==> config.mk <==
export PLATFORM = sky130hd
export DESIGN_NAME = dense_layer_sequencer
export DESIGN_NICKNAME = d
export VERILOG_FILES = /design/src/rtl/dense_layer_sequencer.sv
export SDC_FILE = /design/constraint.sdc
export NUM_CORES = 2
export LEC_CHECK = 0
export CAP_MARGIN = 15
export CORE_MARGIN = 3
export CORE_UTILIZATION = 45
export CTS_CLUSTER_DIAMETER = 100
export CTS_CLUSTER_SIZE = 28
export DETAILED_ROUTE_END_ITERATION = 6
export GPL_TIMING_DRIVEN = 0
export PLACE_DENSITY = 0.68
export SYNTH_ARGS = -nofsm -noshare
export SYNTH_HDL_FRONTEND = slang
export SYNTH_SLANG_ARGS = --single-unit
==> constraint.sdc <==
create_clock -name clock -period 33.4 [get_ports clock]
set_input_delay 6.68 -clock clock [delete_from_list [all_inputs] [get_ports clock]]
set_output_delay 6.68 -clock clock [all_outputs]
set_load 0.02 [all_outputs]
==> src/rtl/dense_layer_sequencer.sv <==
// Time-multiplexed dense layer: one signed MAC walks every neuron in turn,
// streaming weights and bias from an external synchronous ROM.
module dense_layer_sequencer #(
  parameter int    DATA_WIDTH  = 16,
  parameter int    FRAC_BITS   = 8,
  parameter int    NUM_INPUTS  = 16,
  parameter int    NUM_NEURONS = 16,
  parameter string ACTIVATION  = "RELU",
  localparam int   ROM_WORDS   = NUM_NEURONS * (NUM_INPUTS + 1),
  localparam int   AW          = (ROM_WORDS > 1) ? $clog2(ROM_WORDS) : 1
) (
  input  logic                              clock,
  input  logic                              reset,
  input  logic                              inputs_ready,
  input  logic [NUM_INPUTS*DATA_WIDTH-1:0]  inputs,
  output logic [AW-1:0]                     weight_address,
  output logic                              weight_read,
  input  logic [DATA_WIDTH-1:0]             weight_data,
  output logic [NUM_NEURONS*DATA_WIDTH-1:0] outputs,
  output logic                              outputs_ready,
  output logic                              busy
);

  localparam int KW       = $clog2(NUM_INPUTS + 1);
  localparam int NW       = (NUM_NEURONS > 1) ? $clog2(NUM_NEURONS) : 1;
  localparam int PW       = 2 * DATA_WIDTH;
  localparam int ACC_W    = PW + KW;
  localparam bit USE_RELU = (ACTIVATION == "RELU");

  localparam logic signed [ACC_W-1:0] SAT_MAX = ACC_W'({1'b0, {(DATA_WIDTH-1){1'b1}}});
  localparam logic signed [ACC_W-1:0] SAT_MIN = ~SAT_MAX;

  typedef enum logic [1:0] {IDLE, RUN, FINISH, DONE} state_t;

  state_t                         state, state_nx;
  logic [KW-1:0]                  k;
  logic [NW-1:0]                  n;
  logic [AW-1:0]                  base;
  logic                           last_k, last_n, start;

  logic signed [DATA_WIDTH-1:0]   in_p0 [NUM_INPUTS];
  logic                           vld_p1;
  logic [KW-1:0]                  k_p1;
  logic signed [DATA_WIDTH-1:0]   x_p1, w_p1;
  logic signed [PW-1:0]           prod_p1, term_p1;
  logic signed [ACC_W-1:0]        acc_p1, sum_p1;

  function automatic logic signed [DATA_WIDTH-1:0] sat(input logic signed [ACC_W-1:0] v);
    if (v > SAT_MAX)      return SAT_MAX[DATA_WIDTH-1:0];
    else if (v < SAT_MIN) return SAT_MIN[DATA_WIDTH-1:0];
    else                  return v[DATA_WIDTH-1:0];
  endfunction

  function automatic logic signed [DATA_WIDTH-1:0] act(input logic signed [DATA_WIDTH-1:0] v);
    if (USE_RELU && v[DATA_WIDTH-1]) return '0;
    return v;
  endfunction

  assign start  = (state == IDLE) && inputs_ready;
  assign last_k = (k == KW'(NUM_INPUTS));
  assign last_n = (n == NW'(NUM_NEURONS - 1));

  // State register
  always_ff @(posedge clock or negedge reset) begin
    if (!reset) state <= IDLE;
    else        state <= state_nx;
  end

  // Next-state decode and control outputs; ROM address only driven while reading
  always_comb begin
    state_nx       = state;
    weight_read    = 1'b0;
    weight_address = '0;
    busy           = 1'b1;
    outputs_ready  = 1'b0;
    case (state)
      IDLE: begin
        busy = 1'b0;
        if (inputs_ready) state_nx = RUN;
      end
      RUN: begin
        weight_read    = 1'b1;
        weight_address = base + AW'(k);
        if (last_k) state_nx = FINISH;
      end
      FINISH: state_nx = last_n ? DONE : RUN;
      DONE: begin
        outputs_ready = 1'b1;
        state_nx      = IDLE;
      end
      default: state_nx = IDLE;
    endcase
  end

  // p0: word counter k, neuron counter n and the neuron's ROM base address
  always_ff @(posedge clock or negedge reset) begin
    if (!reset) begin
      k    <= '0;
      n    <= '0;
      base <= '0;
    end else begin
      case (state)
        IDLE: if (inputs_ready) begin
          k    <= '0;
          n    <= '0;
          base <= '0;
        end
        RUN:    k <= k + KW'(1);
        FINISH: begin
          k <= '0;
          if (!last_n) begin
            n    <= n + NW'(1);
            base <= base + AW'(NUM_INPUTS + 1);
          end
        end
        default: ;
      endcase
    end
  end

  // p0: input vector captured once per run so upstream may change it freely
  always_ff @(posedge clock or negedge reset) begin
    if (!reset) begin
      for (int i = 0; i < NUM_INPUTS; i++) in_p0[i] <= '0;
    end else if (start) begin
      for (int i = 0; i < NUM_INPUTS; i++) in_p0[i] <= inputs[i*DATA_WIDTH +: DATA_WIDTH];
    end
  end

  // p1: valid flag and word index travel one cycle behind the issued address
  always_ff @(posedge clock or negedge reset) begin
    if (!reset) begin
      vld_p1 <= 1'b0;
      k_p1   <= '0;
    end else begin
      vld_p1 <= (state == RUN);
      k_p1   <= k;
    end
  end

  // p1: pick the latched input that matches the returning weight
  always_comb begin
    x_p1 = '0;
    for (int i = 0; i < NUM_INPUTS; i++)
      if (k_p1 == KW'(i)) x_p1 = in_p0[i];
  end

  assign w_p1    = weight_data;
  assign prod_p1 = PW'(x_p1) * PW'(w_p1);
  assign term_p1 = prod_p1 >>> FRAC_BITS;
  assign sum_p1  = acc_p1 + ACC_W'(w_p1);

  // p1: accumulate shifted products; the bias word lands during FINISH
  always_ff @(posedge clock or negedge reset) begin
    if (!reset) begin
      acc_p1 <= '0;
    end else begin
      case (state)
        IDLE:    if (inputs_ready) acc_p1 <= '0;
        RUN:     if (vld_p1 && (k_p1 < KW'(NUM_INPUTS))) acc_p1 <= acc_p1 + ACC_W'(term_p1);
        FINISH:  acc_p1 <= '0;
        default: ;
      endcase
    end
  end

  // p2: write the finished neuron's activated, saturated result
  always_ff @(posedge clock or negedge reset) begin
    if (!reset) begin
      outputs <= '0;
    end else if (state == FINISH) begin
      for (int i = 0; i < NUM_NEURONS; i++)
        if (n == NW'(i)) outputs[i*DATA_WIDTH +: DATA_WIDTH] <= act(sat(sum_p1));
    end
  end

endmodule

# ---- Word level (Yosys, flattened, before mapping)
# Index checks and enable logic that the tools add are counted.
dict set report totals {
  out_inout_bits 268
  reg_bits 575
  word_cells 263
  inputBits 275
}
dict set report op_classes {
  n_eq_ne 38
  multipliers 1
  magnitude_cmp 3
  reduce_logical 27
  muxes 149
  n_addsub 6
}
# op count
set ops {}
lappend ops {{two-way mux 16 bit} 82}
lappend ops {{one-hot mux 37 bit (3 select lines)} 1}
lappend ops {{two-way mux 37 bit} 2}
lappend ops {{two-way mux 1 bit} 51}
lappend ops {{equality test 5 x 4 -> 1 bit (second input constant)} 8}
lappend ops {{adder 37 x 16 -> 37 bit} 1}
lappend ops {{adder 37 x 24 -> 37 bit} 1}
lappend ops {{greater-than comparator 37 x 16 -> 1 bit (second input constant)} 1}
lappend ops {{less-than comparator 37 x 16 -> 1 bit (second input constant)} 1}
lappend ops {{AND reduction 2 bit} 18}
lappend ops {{equality test 4 bit (second input constant)} 8}
lappend ops {{multiplier 16 x 16 -> 32 bit} 1}
lappend ops {{two-way mux 9 bit} 3}
lappend ops {{equality test 5 x 3 -> 1 bit (second input constant)} 4}
lappend ops {{one-hot mux 9 bit (2 select lines)} 1}
lappend ops {{equality test 4 x 3 -> 1 bit (second input constant)} 4}
lappend ops {{one-hot mux 5 bit (3 select lines)} 1}
lappend ops {{equality test 5 x 2 -> 1 bit (second input constant)} 2}
lappend ops {{adder 9 x 5 -> 9 bit} 1}
lappend ops {{adder 9 x 5 -> 9 bit (second input constant)} 1}
lappend ops {{equality test 4 x 2 -> 1 bit (second input constant)} 2}
lappend ops {{two-way mux 4 bit} 2}
lappend ops {{one-hot mux 2 bit (4 select lines)} 1}
lappend ops {{one-hot mux 4 bit (2 select lines)} 1}
lappend ops {{19 further kinds} 26}

# ---- Logic depth before layout (Yosys ltp)
dict set report logic_depth {
  depth_word 21
  ltp_mapped 52
  mapped_depth_nobuf 49
}

# ---- Worst setup path after synthesis
# No wires, ideal clock.
dict set report synth_path {
  kind {in2reg}
  start {input weight_data[3]}
  end {register acc_p1[36]}
  arrival_time_ps 15033
  setup_ps 129
  slack_ps 18238
  stages 36
  cell_sequence {clkbuf_1 -> nand2_1 -> fa_1 -> fa_1 -> fa_1 -> inv_1 -> ha_1 -> fa_1 -> inv_1 -> fa_1 -> inv_1 -> ha_1 -> and3_1 -> o211ai_1 -> or3_1 -> a211oi_1 -> o211ai_1 -> a21oi_1 -> nand2b_1 -> a2111oi_0 -> o31a_1 -> o21a_1 -> nor2_1 -> xnor2_1 -> ha_1 -> a21o_1 -> a21o_1 -> a2111oi_0 -> o21ai_0 -> a221oi_1 -> o211ai_1 -> nor4_1 -> o41ai_1 -> xnor2_1 -> a21oi_1 -> o22ai_1}
}
dict set report synth_between {
  elab_chain_len 4
}
# item line_no
set synth_lines {}
lappend synth_lines {{from (decl)} 18} ;# input logic [DATA_WIDTH-1:0] weight_data,
lappend synth_lines {{multiplier 16 x 16 -> 32 bit} 149} ;# assign prod_p1 = PW'(x_p1) * PW'(w_p1);
lappend synth_lines {{adder 37 x 24 -> 37 bit} 160} ;# RUN: if (vld_p1 && (k_p1 < KW'(NUM_INPUTS))) acc_p1 <= acc_p1 + ACC_W'(term_p1);
lappend synth_lines {{two-way mux 37 bit} 160}
lappend synth_lines {{one-hot mux 37 bit (3 select lines)} 158} ;# case (state)
lappend synth_lines {{to (signal assigned)} 160}
lappend synth_lines {{to (decl)} 46} ;# logic signed [ACC_W-1:0] acc_p1, sum_p1;
# Every way passes these cells. The select of a mux whose other input is x is not followed.
# A chain may end at the register's enable or synchronous reset.

# ---- Worst setup path after layout
# Ends and elaborated chain as after synthesis.

==> flow_summary.toml <==
[setup_path]
end_kind = "flop"
critPathSlowestCell = "clkdlybuf4s50_1"
worstPathArrival_ns = 17.56
critPathKind = "in -> reg"
crit_top_cell = "fa_1"
r2r-end = "acc_p1[36]"
max_stage_delay_ns = 0.84
worstPathMaxFanout = 10
r2r-start = "k_p1[1]"
startpoint_type = "input port"
reg2reg_depth = 47
required_ns = 33.89
reg2reg_slack_ns = 19.15

[clocking]
cts-resized-gates = 0
clockBufferDepth = 3
cts_setup_buffers = 0
cts_made_buffers = 26
insertion_delay_ns = 0.63
root_buffer = "clkbuf_16"
ctsHoldBuffers = 0
cts_tree = "built"
ctsHtreeMaxLevel = 1
cts.sinks = 559
clk_pin_slew_ns = 0.09

[drt]
wl_um = 113200
via_count = 28496
drc = 0
drt_iter0_markers = 1789
wl_per_cell_um = 21.73
routed_via_density = 5.467
drtAntennaViolNets = 0
dr.pass1.iters = 6

[yosys]
ys_warn_count = 0
synth_top_area_share_pct = 38.54
ys_ff_latch = 559
synth_most_common_cell = "dfrtp_1"
synth_area_leaders = "dfrtp_1 39%, fa_1 15%, mux2_2 8.0%"
yosys.area.top_type = "dfrtp_1"
synthTopCellsByCount = "559 x dfrtp_1, 467 x nand2_1, 328 x inv_1"
async_reset_ff_share_pct = 100.0
syn_area_per_cell_um2 = 10.21
synth_edf_count = 0
ys.flop_type = "dfrtp_1"
netlist_area_um2 = 36300
syn_inst = 3555
ys_types = 84
ys_seq_area_share_pct = 38.54

[job]
cap_violations = 0

[floorplanning]
floorplan.io_pins = 543
initial_core_util_pct = 45.73
core_um2 = 79390
die_area_um2 = 84110
fp.dieH_um = 290.0
row_count = 103
die_x_um = 290.0

[global_routing]
first_global_vias = 28815
antenna_found_initial = 27
busiest_layer = "met2"
grt_util_met3_pct = 4.454
use_met1_pct = 35.38
grt_pass1_wl_um = 173600
grtUsageMet2_pct = 44.37
grt_max_degree = 109
gr-total-overflow = 0
grt_usage_pct = 26.45

[timing]
tns_ns = 0
rsz0062_at_grt = "false"
fin_skew_ns = 0.04310
final.min_clock_period_ns = 17.07
slew_viol_final = 0
slew_headroom_pct = 27.76
fmax_mhz = 58.58
fin_crit_sh_pct = 51.11
setup_viol = 0
tightest_slew_ns = 1.084
hold_viol = 0
hold_slack_ns = 0.4864

[cells_and_area]
fillers = 7145
drive_gt1_share_pct = 9.278
layout.nets = 4833
synthToLayoutAreaGrowth_pct = 21.29

[hold_path]
hold_start = "outputs[14]"
hold_end = "outputs[14]"
hold_path_class = "reg -> reg"
holdPathStages = 2

[outcome]
outcome = "finished clean"

[placement]
hpwlAfterDp_um = 90630
port_buffers = 526
gp_congestion = 0.9089
## registers in the layout, summed over array words and instances, names as in the netlist
name,flops
in_p0,256
n,4
k,5
outputs,240
base,9
state,2
vld_p1,1
acc_p1,37
k_p1,5
## routing by layer
layer  up-vias  part of all wire, %
met3       160                  6.7
met4         4                  2.8
met1     14253                   42
met2       976                   48
met5         -                0.021
li1      13103                    -
## worst max-delay path, delay by kind of cell
kind,cells,cell delay [ns]
XOR/XNOR,2,0.28
AO/OA/AOI/OAI,16,4.29
AND/OR/NAND/NOR,6,1.22
adder cells (fa/ha/maj),8,3.63
buffers and inverters,5,1.46
## per-stage QoR
stage | cell area [µm²] | instances | utilization [%] | setup slack, ns
2_1_floorplan | 36360 | 3570 | - | 18.24
5_1_grt | 44020 | 5211 | 55.46 | 15.73
4_1_cts | 43970 | 5189 | 55.39 | 16.38
3_5_place_dp | 43120 | 5152 | 54.31 | 15.75
6_report | 44030 | 5212 | 55.46 | 16.33
3_3_place_gp | 42930 | 5146 | 54.08 | 0.4380
## cell families after synthesis
logic type / after synthesis / synth area share (%)
AO/OA/AOI/OAI: 729 / 12.71
XOR/XNOR: 96 / 2.316
adder cells (fa/ha/maj): 428 / 20.21
buffers and inverters: 522 / 5.780
flip-flops: 559 / 38.54
multiplexers: 264 / 8.172
other: 1 / 0.01033
AND/OR/NAND/NOR: 956 / 12.26
## layout make-up
| cell class | instances | area [µm²] | area share [%] |
|---|---|---|---|
| Antenna cell | 23 | 57.56 | 0.1307 |
| Multi-Input combinational cell | 2489 | 20280 | 46.07 |
| Clock buffer | 29 | 691.9 | 1.572 |
| Sequential cell | 559 | 13990 | 31.77 |
| Clock inverter | 8 | 160.2 | 0.3638 |
| Tap cell | 1050 | 1314 | 2.984 |
| Timing Repair Buffer | 532 | 5435 | 12.35 |
| Buffer | 193 | 863.3 | 1.961 |
| Inverter | 329 | 1235 | 2.805 |
## worst max path at each step
stage	from	endpoint	slack, ns	cells past startpoint
floorplan	weight_data[3]	acc_p1[36]	18.24	36
global placement	reset	in_p0[70]	0.44	1
detailed placement	weight_data[3]	acc_p1[36]	15.75	37
CTS	weight_data[3]	acc_p1[36]	16.38	37
global route	weight_data[3]	acc_p1[36]	15.73	37
finish	weight_data[3]	acc_p1[36]	16.33	37
## layout by cell type, fill, tap and decap left out, types with 27 or more instances in the layout
master | Yosys | routed
o21ai_0 | 224 | 224
a22o_1 | 29 | 29
a21oi_1 | 109 | 109
dfrtp_1 | 559 | 559
fa_1 | 264 | 264
nand2_1 | 467 | 467
xnor2_1 | 56 | 55
nand3_1 | 32 | 32
xor2_1 | 40 | 40
buf_4 | 27 | 27
clkdlybuf4s50_1 | 0 | 525
a21o_1 | 46 | 46
nor3_1 | 32 | 31
and2_1 | 131 | 131
o21ai_1 | 110 | 110
inv_1 | 328 | 328
nor2_1 | 145 | 145
ha_1 | 164 | 164
mux2_2 | 259 | 259
nand2b_1 | 28 | 28
clkbuf_1 | 153 | 153
a22oi_1 | 27 | 27
Power is left out: the tool's default activity adds up to more than one toggle a clock period on the data nets, which glitch-free logic cannot reach.
